**config.mk**
```make
export PLATFORM = sky130hd
export DESIGN_NAME = approx_mul_pipe
export DESIGN_NICKNAME = d
export VERILOG_FILES = /design/src/rtl/approx_mul_pipe.sv
export SDC_FILE = /design/constraint.sdc
export NUM_CORES = 1
export LEC_CHECK = 0
export ABC_AREA = 1
export CORE_MARGIN = 2
export CORE_UTILIZATION = 54
export DETAILED_ROUTE_END_ITERATION = 6
export GPL_ROUTABILITY_DRIVEN = 0
export PLACE_DENSITY = 0.78
export SYNTH_ARGS = -nofsm -noshare
export SYNTH_HDL_FRONTEND = slang
export SYNTH_SLANG_ARGS = --single-unit
```
**constraint.sdc**
```tcl
create_clock -name clk -period 2.7 [get_ports clk]
set_input_delay 0.54 -clock clk [delete_from_list [all_inputs] [get_ports clk]]
set_output_delay 0.54 -clock clk [all_outputs]
set_load 0.05 [all_outputs]
```
**src/rtl/approx_mul_pipe.sv**
```systemverilog
`default_nettype none
// ============================================================================
// Module   : approx_mul_pipe
// Purpose  : 3-stage valid/ready approximate multiplier with per-quadrant
//            truncation modes. Optional error statistics: APPROX_ERR_STAT_EN.
// Revision : 1.0 - initial release
// ============================================================================
module approx_mul_pipe #(
  parameter int W     = 4,
  parameter int TRUNC = 2
) (
  input  logic           clk,
  input  logic           rst_n,
  input  logic           in_valid,
  output logic           in_ready,
  input  logic [2*W-1:0] a,
  input  logic [2*W-1:0] b,
  input  logic [7:0]     mode,
  output logic           out_valid,
  input  logic           out_ready,
  output logic [4*W-1:0] prod
`ifdef APPROX_ERR_STAT_EN
  ,
  output logic [15:0]    err_cnt,
  output logic [4*W-1:0] err_max
`endif
);

  localparam int c_pw = 2 * W;
  localparam int c_rw = 4 * W;
  // TRUNC=0 yields an all-zero mask, so modes 1 and 2 collapse to exact.
  localparam logic [c_pw-1:0] c_trunc_mask = {c_pw{1'b1}} >> (c_pw - TRUNC);

  localparam logic [1:0] c_mode_zero = 2'd1;
  localparam logic [1:0] c_mode_one  = 2'd2;

  logic w_en;

  logic            r_v1;
  logic [c_pw-1:0] r_a;
  logic [c_pw-1:0] r_b;
  logic [7:0]      r_mode;

  logic            r_v2;
  logic [c_pw-1:0] r_pp [4];

  logic            r_v3;
  logic [c_rw-1:0] r_prod;

  logic [c_pw-1:0] w_pp  [4];
  logic [c_rw-1:0] w_ext [4];
  logic [c_rw-1:0] w_sum;

  // One shared enable: the whole pipe moves unless the output is blocked.
  assign w_en      = ~r_v3 | out_ready;
  assign in_ready  = w_en;
  assign out_valid = r_v3;
  assign prod      = r_prod;

  // Stage 1: capture operands and mode at accept.
  always_ff @(posedge clk or negedge rst_n) begin
    if (!rst_n) begin
      r_v1   <= 1'b0;
      r_a    <= '0;
      r_b    <= '0;
      r_mode <= '0;
    end else if (w_en) begin
      r_v1 <= in_valid;
      if (in_valid) begin
        r_a    <= a;
        r_b    <= b;
        r_mode <= mode;
      end
    end
  end

  // Quadrant q: bit1 selects the high half of a, bit0 the high half of b.
  // Order 0..3 = ll, lh, hl, hh, matching the mode field layout.
  for (genvar q = 0; q < 4; q++) begin : g_quad
    logic [W-1:0]    w_x;
    logic [W-1:0]    w_y;
    logic [c_pw-1:0] w_raw;
    logic [1:0]      w_m;

    assign w_x   = ((q & 2) != 0) ? r_a[c_pw-1:W] : r_a[W-1:0];
    assign w_y   = ((q & 1) != 0) ? r_b[c_pw-1:W] : r_b[W-1:0];
    assign w_raw = {{W{1'b0}}, w_x} * {{W{1'b0}}, w_y};
    assign w_m   = r_mode[2*q+1 -: 2];

    assign w_pp[q] = (w_m == c_mode_zero) ? (w_raw & ~c_trunc_mask) :
                     (w_m == c_mode_one)  ? (w_raw |  c_trunc_mask) :
                                            w_raw;
    assign w_ext[q] = {{c_pw{1'b0}}, r_pp[q]};
  end

  // Stage 2: moded partial products.
  always_ff @(posedge clk or negedge rst_n) begin
    if (!rst_n) begin
      r_v2 <= 1'b0;
      for (int q = 0; q < 4; q++) begin
        r_pp[q] <= '0;
      end
    end else if (w_en) begin
      r_v2 <= r_v1;
      if (r_v1) begin
        for (int q = 0; q < 4; q++) begin
          r_pp[q] <= w_pp[q];
        end
      end
    end
  end

  assign w_sum = (w_ext[3] << c_pw) + ((w_ext[2] + w_ext[1]) << W) + w_ext[0];

  // Stage 3: accumulated product.
  always_ff @(posedge clk or negedge rst_n) begin
    if (!rst_n) begin
      r_v3   <= 1'b0;
      r_prod <= '0;
    end else if (w_en) begin
      r_v3 <= r_v2;
      if (r_v2) begin
        r_prod <= w_sum;
      end
    end
  end

`ifdef APPROX_ERR_STAT_EN
  logic [c_rw-1:0] r_exact2;
  logic [c_rw-1:0] r_exact3;
  logic [15:0]     r_err_cnt;
  logic [c_rw-1:0] r_err_max;
  logic [c_rw-1:0] w_diff;
  logic            w_consume;

  // Exact reference rides alongside the approximate path.
  always_ff @(posedge clk or negedge rst_n) begin
    if (!rst_n) begin
      r_exact2 <= '0;
      r_exact3 <= '0;
    end else if (w_en) begin
      if (r_v1) begin
        r_exact2 <= {{c_pw{1'b0}}, r_a} * {{c_pw{1'b0}}, r_b};
      end
      if (r_v2) begin
        r_exact3 <= r_exact2;
      end
    end
  end

  assign w_consume = r_v3 & out_ready;
  assign w_diff    = (r_prod >= r_exact3) ? (r_prod - r_exact3) : (r_exact3 - r_prod);

  always_ff @(posedge clk or negedge rst_n) begin
    if (!rst_n) begin
      r_err_cnt <= '0;
      r_err_max <= '0;
    end else if (w_consume) begin
      if ((w_diff != '0) && (r_err_cnt != 16'hFFFF)) begin
        r_err_cnt <= r_err_cnt + 16'd1;
      end
      if (w_diff > r_err_max) begin
        r_err_max <= w_diff;
      end
    end
  end

  assign err_cnt = r_err_cnt;
  assign err_max = r_err_max;
`endif

endmodule
`default_nettype wire

```
==> flow_summary_export.csv <==
group,metric,value,unit
sta,finalSetupViolCount,2,
cts,insertion_delay,350,ps
cts,tritoncts,"done",
drt,postRouteAntennaNets,0,
global_route,grt_usage,0.237,
drt,vias,4890,
floorplan,rows,37,
floorplan,pin_count,46,
outcome,violations,"negative setup slack",
flow_run,maxCapViolCount,0,
sta,fmax,0.368,GHz
setup_path,path_buf_inv,1,
drt,drc,0,
floorplan,core-area,10300,um2
drt,wl,13700,um
synth,synth_nets,821,
synth,yosysUniqueCellTypes,31,
setup_path,slowest_delay,550,ps
cts,numCtsBuffers,9,
power_and_ir_drop,swShare,0.493,
floorplan,fp.dieH,107,um
sta,skew,9.72,ps
drt,vias_per_cell,5.36,
global_route,grt_pass1_wl,21700,um
setup_path,crit_type,"reg -> reg",
synth,syn_area_per_cell,8.01,um2
power_and_ir_drop,p_per_area,1350,nW/um2
power_and_ir_drop,switchingPower,4.55,mW
setup_path,critPathSlowestCell,"fa_1",
synth,synth_simple_gate_area_frac,0.210,
final_layout,fin_area,6860,um2
min_path,min_path_type,"in -> async",
placed_design,dp.cells,888,
power_and_ir_drop,power_leakage,3.83,nW
sta,finalHoldViolations,0,
drt,drtIter0Drc,253,
cts,cts-htree-levels,3,
final_layout,area_delta_synth_final,20.7,%
synth,syn-cell-area,5680,um2
floorplan,die_w,107,um
floorplan,initial_core_util,0.553,
setup_path,arrival,2990,ps
final_layout,fin_cells,913,
power_and_ir_drop,combPwrFrac,0.694,
final_layout,fin_nets,885,
sta,tightest_slew,947,ps
synth,ys_warn_count,0,
sta,slew_violations,0,
power_and_ir_drop,intPower,4.68,mW
synth,muxShareOfSynthArea,0.0436,
setup_path,start_kind,"flip-flop",
sta,relSlewSlack,0.369,
sta,final.period_utilization,1.01,
outcome,status,"finished, violations left",
drt,wl_per_cell,15.1,um
synth,synth-adder-area-share,0.209,
synth,synth.yosys.seq_area_share,0.330,
global_route,first_global_vias,4743,
final_layout,num_antenna_cells,0,
setup_path,crit_path_max_fanout,4,
final_layout,drive_above_1_share,0.165,
global_route,overflow,0,
global_route,antenna_found_initial,0,
final_layout,finish.utilization,0.668,
cts,clockRootBuffer,"clkbuf_8",
sta,fin_ws,-17.1,ps
placed_design,place_area,6330,um2
synth,synth_top_family_by_area,"simple AND/OR/NAND/NOR gates",
sta,rsz0062_at_grt,"true",
power_and_ir_drop,pwr-share-clk,0.096,
setup_path,cp-end-kind,"flip-flop",
synth,synthCells,709,
synth,ys_ff_latch,75,
placed_design,dpl.hpwl,9750,um
setup_path,crit_family,"adder cells",
synth,synth-compound-area-share,0.0727,
power_and_ir_drop,irDropWorstVdd,0.676,mV
setup_path,critPathRequiredTime,2980,ps
power_and_ir_drop,power.total,9.23,mW
cts,clk_pin_slew_worst_paths,80,ps
placed_design,io_buffers,45,
drt,drtPass1Iterations,7,
floorplan,dieArea,11400,um2
cts,cts.sinks,75,
sta,finalSetupTns,-20.7,ps
setup_path,cp_common_cell,"fa_1",
sta,fin_crit,2720,ps
cts,cts_buffer_depth,2,
synth,synthXorXnorAreaFrac,0.0277,
global_route,grt_max_degree,76,
setup_path,crit_chain,"nand2_2 > fa_1 > inv_1 > fa_1 > ha_1 > nand2_1 > nor2_2 > nor3_2 > nand3b_1 > o21ai_1",
power_and_ir_drop,p_seq_frac,0.210,
## power by group through the flow
stage	registers, mW	clock network (mW)	logic (mW)
after floorplan	2.17	0	3.70
after global placement	1.90	0	5.20
after detailed placement	1.93	0	5.37
after CTS	1.91	0.910	5.48
after global routing	1.98	0.942	7.08
final	1.94	0.887	6.40
## registers in the layout, summed over array words and instances, names as in the netlist
signal,count
r_pp,32
prod,16
r_a,8
r_b,8
r_mode,8
out_valid,1
r_v1,1
r_v2,1
## cells in the mapped netlist, drive strengths merged
master,instances,share of area
nand4,12,0.013
a21oi,26,0.023
nand3,27,0.025
inv,119,0.079
mux2,17,0.044
xor2,10,0.015
dfrtp,75,0.33
o31ai,3,0.0040
xnor2,8,0.012
nand2,212,0.14
nor3,4,0.0035
nor2,34,0.023
nand3b,3,0.0040
o21ai,34,0.030
a31oi,2,0.0022
ha,66,0.15
o21a,3,0.0040
clkbuf,16,0.011
o22ai,4,0.0044
a21o,4,0.0053
fa,18,0.063
buf,12,0.018
## cell families (layout without fill, tap and decap cells)
kind of cell	Yosys count	after routing
muxes	17	17
DFF	75	75
adders and majority gates	84	84
AOI/OAI and AO/OA	76	76
xor gates and xnor gates	18	18
and+or+nand+nor	292	292
buffers and inverters	147	215
## layer usage
metal,wire [um],up-vias,share of wire,global-route usage
li1,-,2350,-,-
met1,5620,2348,0.41,0.295
met2,7010,148,0.51,0.405
met3,667,44,0.049,0.0432
met4,448,0,0.033,0.102
met5,0,-,0,0
## timing repair
action                                  in CTS  in global routing
resized for setup                            5                 64
hold buffers                                 0                  0
setup buffers                                3                  7
pin swaps                                    3                 33
endpoints found under the setup margin       6                 21
## worst paths after layout
check / slack, ps / endpoint / startpoint / cells past startpoint
worst max-delay path: -20 / r_pp[5] / r_b[5] / 10
worst min-delay path: 340 / prod[11] / rst_n / 1
worst max register to register: -20 / r_pp[5] / r_b[5] / 10
worst min register to register: 470 / prod[3] / prod[3] / 2
max in group asynchronous: 1760 / r_b[4] / rst_n / 1
min in group clk: 470 / prod[3] / prod[3] / 2
## cells in the final DEF (no fill, tap or decap), types with 12 or more instances in the layout
cell type,count
inv_1,113
a21oi_1,24
dfrtp_1,75
fa_1,13
nand4_1,12
nor2_1,24
clkdlybuf4s50_1,43
nand2_1,200
o21ai_0,22
mux2_4,15
buf_4,38
nand3_1,22
ha_1,54
## metrics by stage
stage | hold slack, ps | worst slack (ps)
2_1_floorplan | 244 | 0.0557
3_3_place_gp | 443 | 7.21
3_5_place_dp | 457 | -113
4_1_cts | 368 | 0.796
5_1_grt | 421 | -196
6_report | 340 | -17.1
## cell type report
class / count / area, um2
clock inverter: 2 / 35.0
multi-input combinational: 487 / 3460
fill: 820 / 3420
tap: 136 / 170
inverter: 119 / 447
sequential: 75 / 1880
timing repair buffer: 81 / 716
clock buffer: 13 / 159
Power figures use the tool's default switching activity.
